$ cat src/rtl/mem_rd_port_arbiter_if.sv
// Requester/memory bundle for mem_rd_port_arbiter; statistics signals appear when MEM_RD_ARB_STATS_EN is defined.
interface mem_rd_port_arbiter_if #(
  parameter int unsigned NUM_REQ    = 3,
  parameter int unsigned ADDR_WIDTH = 6,
  parameter int unsigned DATA_WIDTH = 32
);
  logic [NUM_REQ-1:0]            req;
  logic [NUM_REQ*ADDR_WIDTH-1:0] req_addr;
  logic [NUM_REQ-1:0]            gnt;
  logic [ADDR_WIDTH-1:0]         mem_addr;
  logic                          mem_rd_en;
  logic [DATA_WIDTH-1:0]         mem_rd_data;
  logic [NUM_REQ-1:0]            rsp_valid;
  logic [DATA_WIDTH-1:0]         rsp_data;
  logic                          busy;
`ifdef MEM_RD_ARB_STATS_EN
  logic [15:0]                   conflict_cnt;
  logic [NUM_REQ*16-1:0]         grant_cnt;

  modport slave (
    input  req, req_addr, mem_rd_data,
    output gnt, mem_addr, mem_rd_en, rsp_valid, rsp_data, busy, conflict_cnt, grant_cnt
  );
  modport master (
    output req, req_addr, mem_rd_data,
    input  gnt, mem_addr, mem_rd_en, rsp_valid, rsp_data, busy, conflict_cnt, grant_cnt
  );
`else
  modport slave (
    input  req, req_addr, mem_rd_data,
    output gnt, mem_addr, mem_rd_en, rsp_valid, rsp_data, busy
  );
  modport master (
    output req, req_addr, mem_rd_data,
    input  gnt, mem_addr, mem_rd_en, rsp_valid, rsp_data, busy
  );
`endif
endinterface

$ cat src/rtl/mem_rd_port_arbiter.sv
// Round-robin arbiter sharing one fixed-latency memory read port among NUM_REQ requesters.
// Optional statistics counters are enabled with `define MEM_RD_ARB_STATS_EN.
module mem_rd_port_arbiter #(
  parameter int unsigned NUM_REQ    = 3,
  parameter int unsigned ADDR_WIDTH = 6,
  parameter int unsigned DATA_WIDTH = 32,
  parameter int unsigned RD_LATENCY = 1
) (
  input  logic                  clk,
  input  logic                  rst_n,
  mem_rd_port_arbiter_if.slave  bus
);

  localparam int unsigned PTR_W = (NUM_REQ > 1) ? $clog2(NUM_REQ) : 1;
  localparam int unsigned CNT_W = 16;

  if (NUM_REQ < 2 || NUM_REQ > 8) begin : g_bad_num_req
    $error("mem_rd_port_arbiter: NUM_REQ must be 2..8");
  end
  if (RD_LATENCY < 1 || RD_LATENCY > 4) begin : g_bad_latency
    $error("mem_rd_port_arbiter: RD_LATENCY must be 1..4");
  end

  logic [PTR_W-1:0]                     rr_ptr_q, rr_ptr_d;
  logic [PTR_W-1:0]                     idx;
  logic                                 found;
  logic [NUM_REQ-1:0]                   gnt_c;
  logic [ADDR_WIDTH-1:0]                mem_addr_c;
  logic [RD_LATENCY-1:0][NUM_REQ-1:0]   tag_pipe_q;

  // Search from rr_ptr with wrap; grant suppressed while in reset.
  always_comb begin
    gnt_c    = '0;
    rr_ptr_d = rr_ptr_q;
    found    = 1'b0;
    idx      = '0;
    for (int unsigned i = 0; i < NUM_REQ; i++) begin
      idx = PTR_W'((32'(rr_ptr_q) + i) % NUM_REQ);
      if (!found && rst_n && bus.req[idx]) begin
        found      = 1'b1;
        gnt_c[idx] = 1'b1;
        rr_ptr_d   = (idx == PTR_W'(NUM_REQ - 1)) ? '0 : idx + PTR_W'(1);
      end
    end
  end

  // Address mux driven by the one-hot grant, zero when idle.
  always_comb begin
    mem_addr_c = '0;
    for (int unsigned i = 0; i < NUM_REQ; i++) begin
      if (gnt_c[i]) begin
        mem_addr_c = bus.req_addr[i*ADDR_WIDTH +: ADDR_WIDTH];
      end
    end
  end

  always_ff @(posedge clk or negedge rst_n) begin
    if (!rst_n) begin
      rr_ptr_q   <= '0;
      tag_pipe_q <= '0;
    end else begin
      rr_ptr_q      <= rr_ptr_d;
      tag_pipe_q[0] <= gnt_c;
      for (int unsigned j = 1; j < RD_LATENCY; j++) begin
        tag_pipe_q[j] <= tag_pipe_q[j-1];
      end
    end
  end

  assign bus.gnt       = gnt_c;
  assign bus.mem_rd_en = |gnt_c;
  assign bus.mem_addr  = mem_addr_c;
  assign bus.rsp_valid = tag_pipe_q[RD_LATENCY-1];
  assign bus.rsp_data  = bus.mem_rd_data;
  assign bus.busy      = |tag_pipe_q;

`ifdef MEM_RD_ARB_STATS_EN
  logic [CNT_W-1:0]              conflict_cnt_q;
  logic [NUM_REQ-1:0][CNT_W-1:0] grant_cnt_q;
  logic                          multi_req_c;

  // More than one bit set: clearing the lowest set bit leaves something.
  assign multi_req_c = |(bus.req & (bus.req - NUM_REQ'(1)));

  always_ff @(posedge clk or negedge rst_n) begin
    if (!rst_n) begin
      conflict_cnt_q <= '0;
      grant_cnt_q    <= '0;
    end else begin
      if (multi_req_c && (conflict_cnt_q != {CNT_W{1'b1}})) begin
        conflict_cnt_q <= conflict_cnt_q + CNT_W'(1);
      end
      for (int unsigned i = 0; i < NUM_REQ; i++) begin
        if (gnt_c[i] && (grant_cnt_q[i] != {CNT_W{1'b1}})) begin
          grant_cnt_q[i] <= grant_cnt_q[i] + CNT_W'(1);
        end
      end
    end
  end

  assign bus.conflict_cnt = conflict_cnt_q;
  assign bus.grant_cnt    = grant_cnt_q;
`endif

endmodule

$ cat src/flat_wrapper.sv
// flat-port wrapper written by rule: the top's interface ports become plain ports
module mem_rd_port_arbiter_flat 
#(
  parameter int unsigned NUM_REQ    = 3,
  parameter int unsigned ADDR_WIDTH = 6,
  parameter int unsigned DATA_WIDTH = 32,
  parameter int unsigned RD_LATENCY = 1
)
  (clk, rst_n, bus_req, bus_req_addr, bus_mem_rd_data, bus_gnt, bus_mem_addr, bus_mem_rd_en, bus_rsp_valid, bus_rsp_data, bus_busy);
  mem_rd_port_arbiter_if #(.NUM_REQ(NUM_REQ), .ADDR_WIDTH(ADDR_WIDTH), .DATA_WIDTH(DATA_WIDTH)) bus_i ();
  input  logic clk;
  input  logic rst_n;
  input wire logic [$bits(bus_i.req)-1:0] bus_req;
  input wire logic [$bits(bus_i.req_addr)-1:0] bus_req_addr;
  input wire logic [$bits(bus_i.mem_rd_data)-1:0] bus_mem_rd_data;
  output wire logic [$bits(bus_i.gnt)-1:0] bus_gnt;
  output wire logic [$bits(bus_i.mem_addr)-1:0] bus_mem_addr;
  output wire logic [$bits(bus_i.mem_rd_en)-1:0] bus_mem_rd_en;
  output wire logic [$bits(bus_i.rsp_valid)-1:0] bus_rsp_valid;
  output wire logic [$bits(bus_i.rsp_data)-1:0] bus_rsp_data;
  output wire logic [$bits(bus_i.busy)-1:0] bus_busy;
  assign bus_i.req = bus_req;
  assign bus_i.req_addr = bus_req_addr;
  assign bus_i.mem_rd_data = bus_mem_rd_data;
  assign bus_gnt = bus_i.gnt;
  assign bus_mem_addr = bus_i.mem_addr;
  assign bus_mem_rd_en = bus_i.mem_rd_en;
  assign bus_rsp_valid = bus_i.rsp_valid;
  assign bus_rsp_data = bus_i.rsp_data;
  assign bus_busy = bus_i.busy;
  mem_rd_port_arbiter #(.NUM_REQ(NUM_REQ), .ADDR_WIDTH(ADDR_WIDTH), .DATA_WIDTH(DATA_WIDTH), .RD_LATENCY(RD_LATENCY)) u_core (.clk(clk), .rst_n(rst_n), .bus(bus_i));
endmodule
$ cat config.mk
export PLATFORM = sky130hd
export DESIGN_NAME = mem_rd_port_arbiter_flat
export DESIGN_NICKNAME = d
export VERILOG_FILES = /design/src/rtl/mem_rd_port_arbiter_if.sv /design/src/rtl/mem_rd_port_arbiter.sv /design/src/flat_wrapper.sv
export SDC_FILE = /design/constraint.sdc
export NUM_CORES = 1
export LEC_CHECK = 0
export ABC_AREA = 1
export CORE_MARGIN = 2
export CORE_UTILIZATION = 25
export DETAILED_ROUTE_END_ITERATION = 10
export PLACE_DENSITY = 0.78
export SKIP_LAST_GASP = 1
export SLEW_MARGIN = 10
export SYNTH_ARGS = -nofsm -noshare
export SYNTH_HDL_FRONTEND = slang
export SYNTH_SLANG_ARGS = --single-unit
$ cat constraint.sdc
create_clock -name clk -period 1.98 [get_ports clk]
set_input_delay 0.396 -clock clk [delete_from_list [all_inputs] [get_ports clk]]
set_output_delay 0.396 -clock clk [all_outputs]
set_load 0.01 [all_outputs]
==> qor.txt, run 1 <==
Crit path largest cell delay = 0.40 ns
Die area = 4000 µm²
Slew Viols, Final = 0
Syn Nets = 198
Root Driver = clkbuf_4
TritonCTS Buffers = 3
Avg Inst Size Synth = 6.31 µm²
Seq cells post-synth = 5
Via count = 1006
Die Y = 63.2 µm
Max-Cap Viols = 0
Crit path time final = 2.65 ns
Crit-path slowest cell = dfrtp_1
Worst slew pin tran = 0.214 ns
Post-synthesis cell count = 139
CP Buf/Inv Count = 5
Relative max-transition margin = 85.7%
Fraction of layout cells with a size suffix above 1 = 62.4%
Initial Utilization = 26.1%
Failing checks = setup timing
# DRC = 0
Crit. End Element = output port
Clock power share = 3.7%
Crit-path max FO = 5
Total chip power = 3.14 mW
Sequential cell area fraction in the yosys report = 14.3%
I/O pin count = 101
Critical path's top delay family = simple AND/OR/NAND/NOR gates
Crit path required time = 1.58 ns
Synth Area in Compound Gates = 5.28%
Post-Synthesis Cell Area = 877 µm²
Pwr/cell area = 1910 nW/µm²
Reg clk slew, reported paths = 0.05 ns
Int Pwr = 1.67 mW
Antenna violations before repair = 0
Synth Area in Simple Gates = 39.7%
Lkg Pwr = 0.758 nW
Chip width = 63.2 µm
Yosys warnings = 0
DR vias/cell = 4.43
Synth-to-layout area growth = 87.6%
Detailed Place HPWL = 1730 µm
Final worst-path cycle share = 134%
DRT Pass-1 Iters = 4
Peak Freq = 378 MHz
Vias in the first global route = 990
Stages on worst setup path = 16
Switching power total = 1.47 mW
Count of final setup violators = 11
Primary FF master, synth = dfrtp_1
Xor-xnor portion of the synthesized cell area = 0%
Drt wl/cell = 11.7 µm
CTS tree = built
Largest net degree at the start of global routing = 9
Switching part of the total = 46.7%
First-pass GRT wire length = 4040 µm
TritonCTS Sinks = 5
Clock buffer depth = 2
EDFF count, synth = 0
GRT overflow = 0
I/O Buffers = 36
Post-route cell area = 1650 µm²
Worst Hold Class = in -> async
Mux cell area share after synthesis = 0%
Largest family of logic cells by synthesized area = simple AND/OR/NAND/NOR gates
Antenna Nets Post-Route = 0
Status = complete, but fails checks
WL final = 2660 µm
Dpl cell area = 1220 µm²
Distinct cell type count after synthesis = 20
Share of power burned in registers = 6.0%
Power share of the combinational group = 90.3%
Async SR Flop Fraction = 100%
Nets@finish = 241
H-tree Lvls = 1
RSZ-0062 raised after global routing = yes
Core outline area = 3360 µm²
Gr usage total = 12.6%
Fin. Hold Viols = 0
First DRT Iteration DRCs = 2
Crit Path Class = reg -> out
Worst Setup Start Kind = flip-flop
Row cnt = 21
CP arrival = 2.25 ns
Adder-cell area share of the yosys netlist = 5.71%
Layout Skew = 0.00356 ns
IR Drop Worst-Case VDD = 0.904 mV
Worst R2R Setup Slack = -0.04 ns
Antenna cell count = 0
Clock Latency Late Sink = 0.24 ns
RD Place Congestion = 0.870
Final worst slack = -0.666 ns
R2R cell count = 12
CP cell instances = inv_2 -> ha_4 -> inv_4 -> nand2_2 -> nand3_2 -> nand2_4 -> nor2_4 -> buf_12 -> nand3_4 -> nand3_4 -> buf_4 -> nand2_1 -> nand2_1 -> nor2_1 -> nor2_2 -> buf_2
layer usage:
layer  global-route usage (%)  part of all wire, %  vias to the layer above
met5                        0                    0                        -
met4                     10.1                  5.6                        0
met2                     24.9                   57                       46
met1                     10.8                   31                      459
met3                     2.50                  6.6                       21
li1                         -                    -                      480
repair_timing:
action,in CTS,in global routing
gates resized for setup,82,31
setup buffers,14,3
endpoints found under the setup margin,10,12
hold buffers,0,0
gates cloned,1,0
pin swaps,23,23
kinds of logic (layout without fill, tap and decap cells):
group,count (synthesis),after routing
AO/OA/AOI/OAI,5,5
adder cells (fa/ha/maj),4,4
buffers and inverters,46,88
flip-flops,5,5
AND/OR/NAND/NOR,79,79
worst paths after layout:
kind                               startpoint                 end
max                        u_core.rr_ptr_q[0]     bus_mem_addr[3]
min                                     rst_n  u_core.rr_ptr_q[1]
max reg2reg                u_core.rr_ptr_q[0]  u_core.rr_ptr_q[0]
min reg2reg                u_core.rr_ptr_q[1]  u_core.rr_ptr_q[1]
max in group asynchronous               rst_n  u_core.rr_ptr_q[1]
min in group clk           u_core.rr_ptr_q[1]  u_core.rr_ptr_q[1]
final cells by class:
cell class                      instances  area [µm²]
Multi-Input combinational cell         88         707
Clock buffer                            4        26.3
Sequential cell                         5         126
Tap cell                               46        57.6
Inverter                               12        52.6
Timing Repair Buffer                   72         676
Fill cell                             331        1720
synth_stat cells (2+ instances only):
library cell,number,area (µm²)
nand3_2,3,30.0
nor2_2,3,18.8
nor2_1,26,97.6
ha_1,4,50.1
buf_6,2,22.5
nand3_1,8,40.0
inv_2,2,7.51
inv_1,10,37.5
nand2_1,35,131
buf_4,32,240
dfrtp_1,5,125
stage by stage:
step | hold WS (ns) | utilization (%) | setup TNS, ns | std cells | setup slack (ns)
3_3_place_gp | 0.632 | 36.2 | -8.51 | 205 | -0.922
5_1_grt | 0.464 | 48.9 | -6.83 | 227 | -0.775
3_5_place_dp | 0.634 | 36.2 | -8.79 | 205 | -0.971
6_report | 0.461 | 48.9 | -5.76 | 227 | -0.666
2_1_floorplan | 0.100 | - | -0.509 | 139 | -0.126
4_1_cts | 0.448 | 44.7 | -5.49 | 224 | -0.626
registers in the layout, indices dropped and copies added, names as in the netlist:
signal / flops
u_core.bus.rsp_valid: 3
u_core.rr_ptr_q: 2
layout by cell type, fill, tap and decap left out, drive strengths merged:
| cell | synthesis | routed |
|---|---|---|
| nand4 | 1 | 1 |
| clkbuf | 0 | 4 |
| nand2 | 36 | 36 |
| clkdlybuf4s50 | 0 | 26 |
| a31oi | 1 | 1 |
| nand3 | 11 | 11 |
| o211ai | 1 | 1 |
| or3 | 1 | 1 |
| buf | 34 | 46 |
| dfrtp | 5 | 5 |
| nor2 | 30 | 30 |
| o21ai | 1 | 1 |
| ha | 4 | 4 |
| inv | 12 | 12 |
| a21oi | 1 | 1 |
| o21bai | 1 | 1 |
power by group through the flow:
| stage | Clock (mW) | Combinational [mW] | Sequential (mW) |
|---|---|---|---|
| finish | 0.116 | 2.83 | 0.188 |
| detailed placement | 0 | 2.00 | 0.177 |
| global placement | 0 | 1.99 | 0.175 |
| global route | 0.123 | 3.04 | 0.193 |
| floorplan | 0 | 1.13 | 0.180 |
| CTS | 0.125 | 2.52 | 0.180 |
Power figures use the tool's default switching activity.
==> run 2, diff against run 1 <==
--- a/config.mk
+++ b/config.mk
@@ -6,6 +6,7 @@
 export NUM_CORES = 1
 export LEC_CHECK = 0
 export ABC_AREA = 1
+export CAP_MARGIN = 15
 export CORE_MARGIN = 2
 export CORE_UTILIZATION = 25
 export DETAILED_ROUTE_END_ITERATION = 10
==> results of run 2 <==
No change in the layout: final DEF, timing and power equal those of run 1.
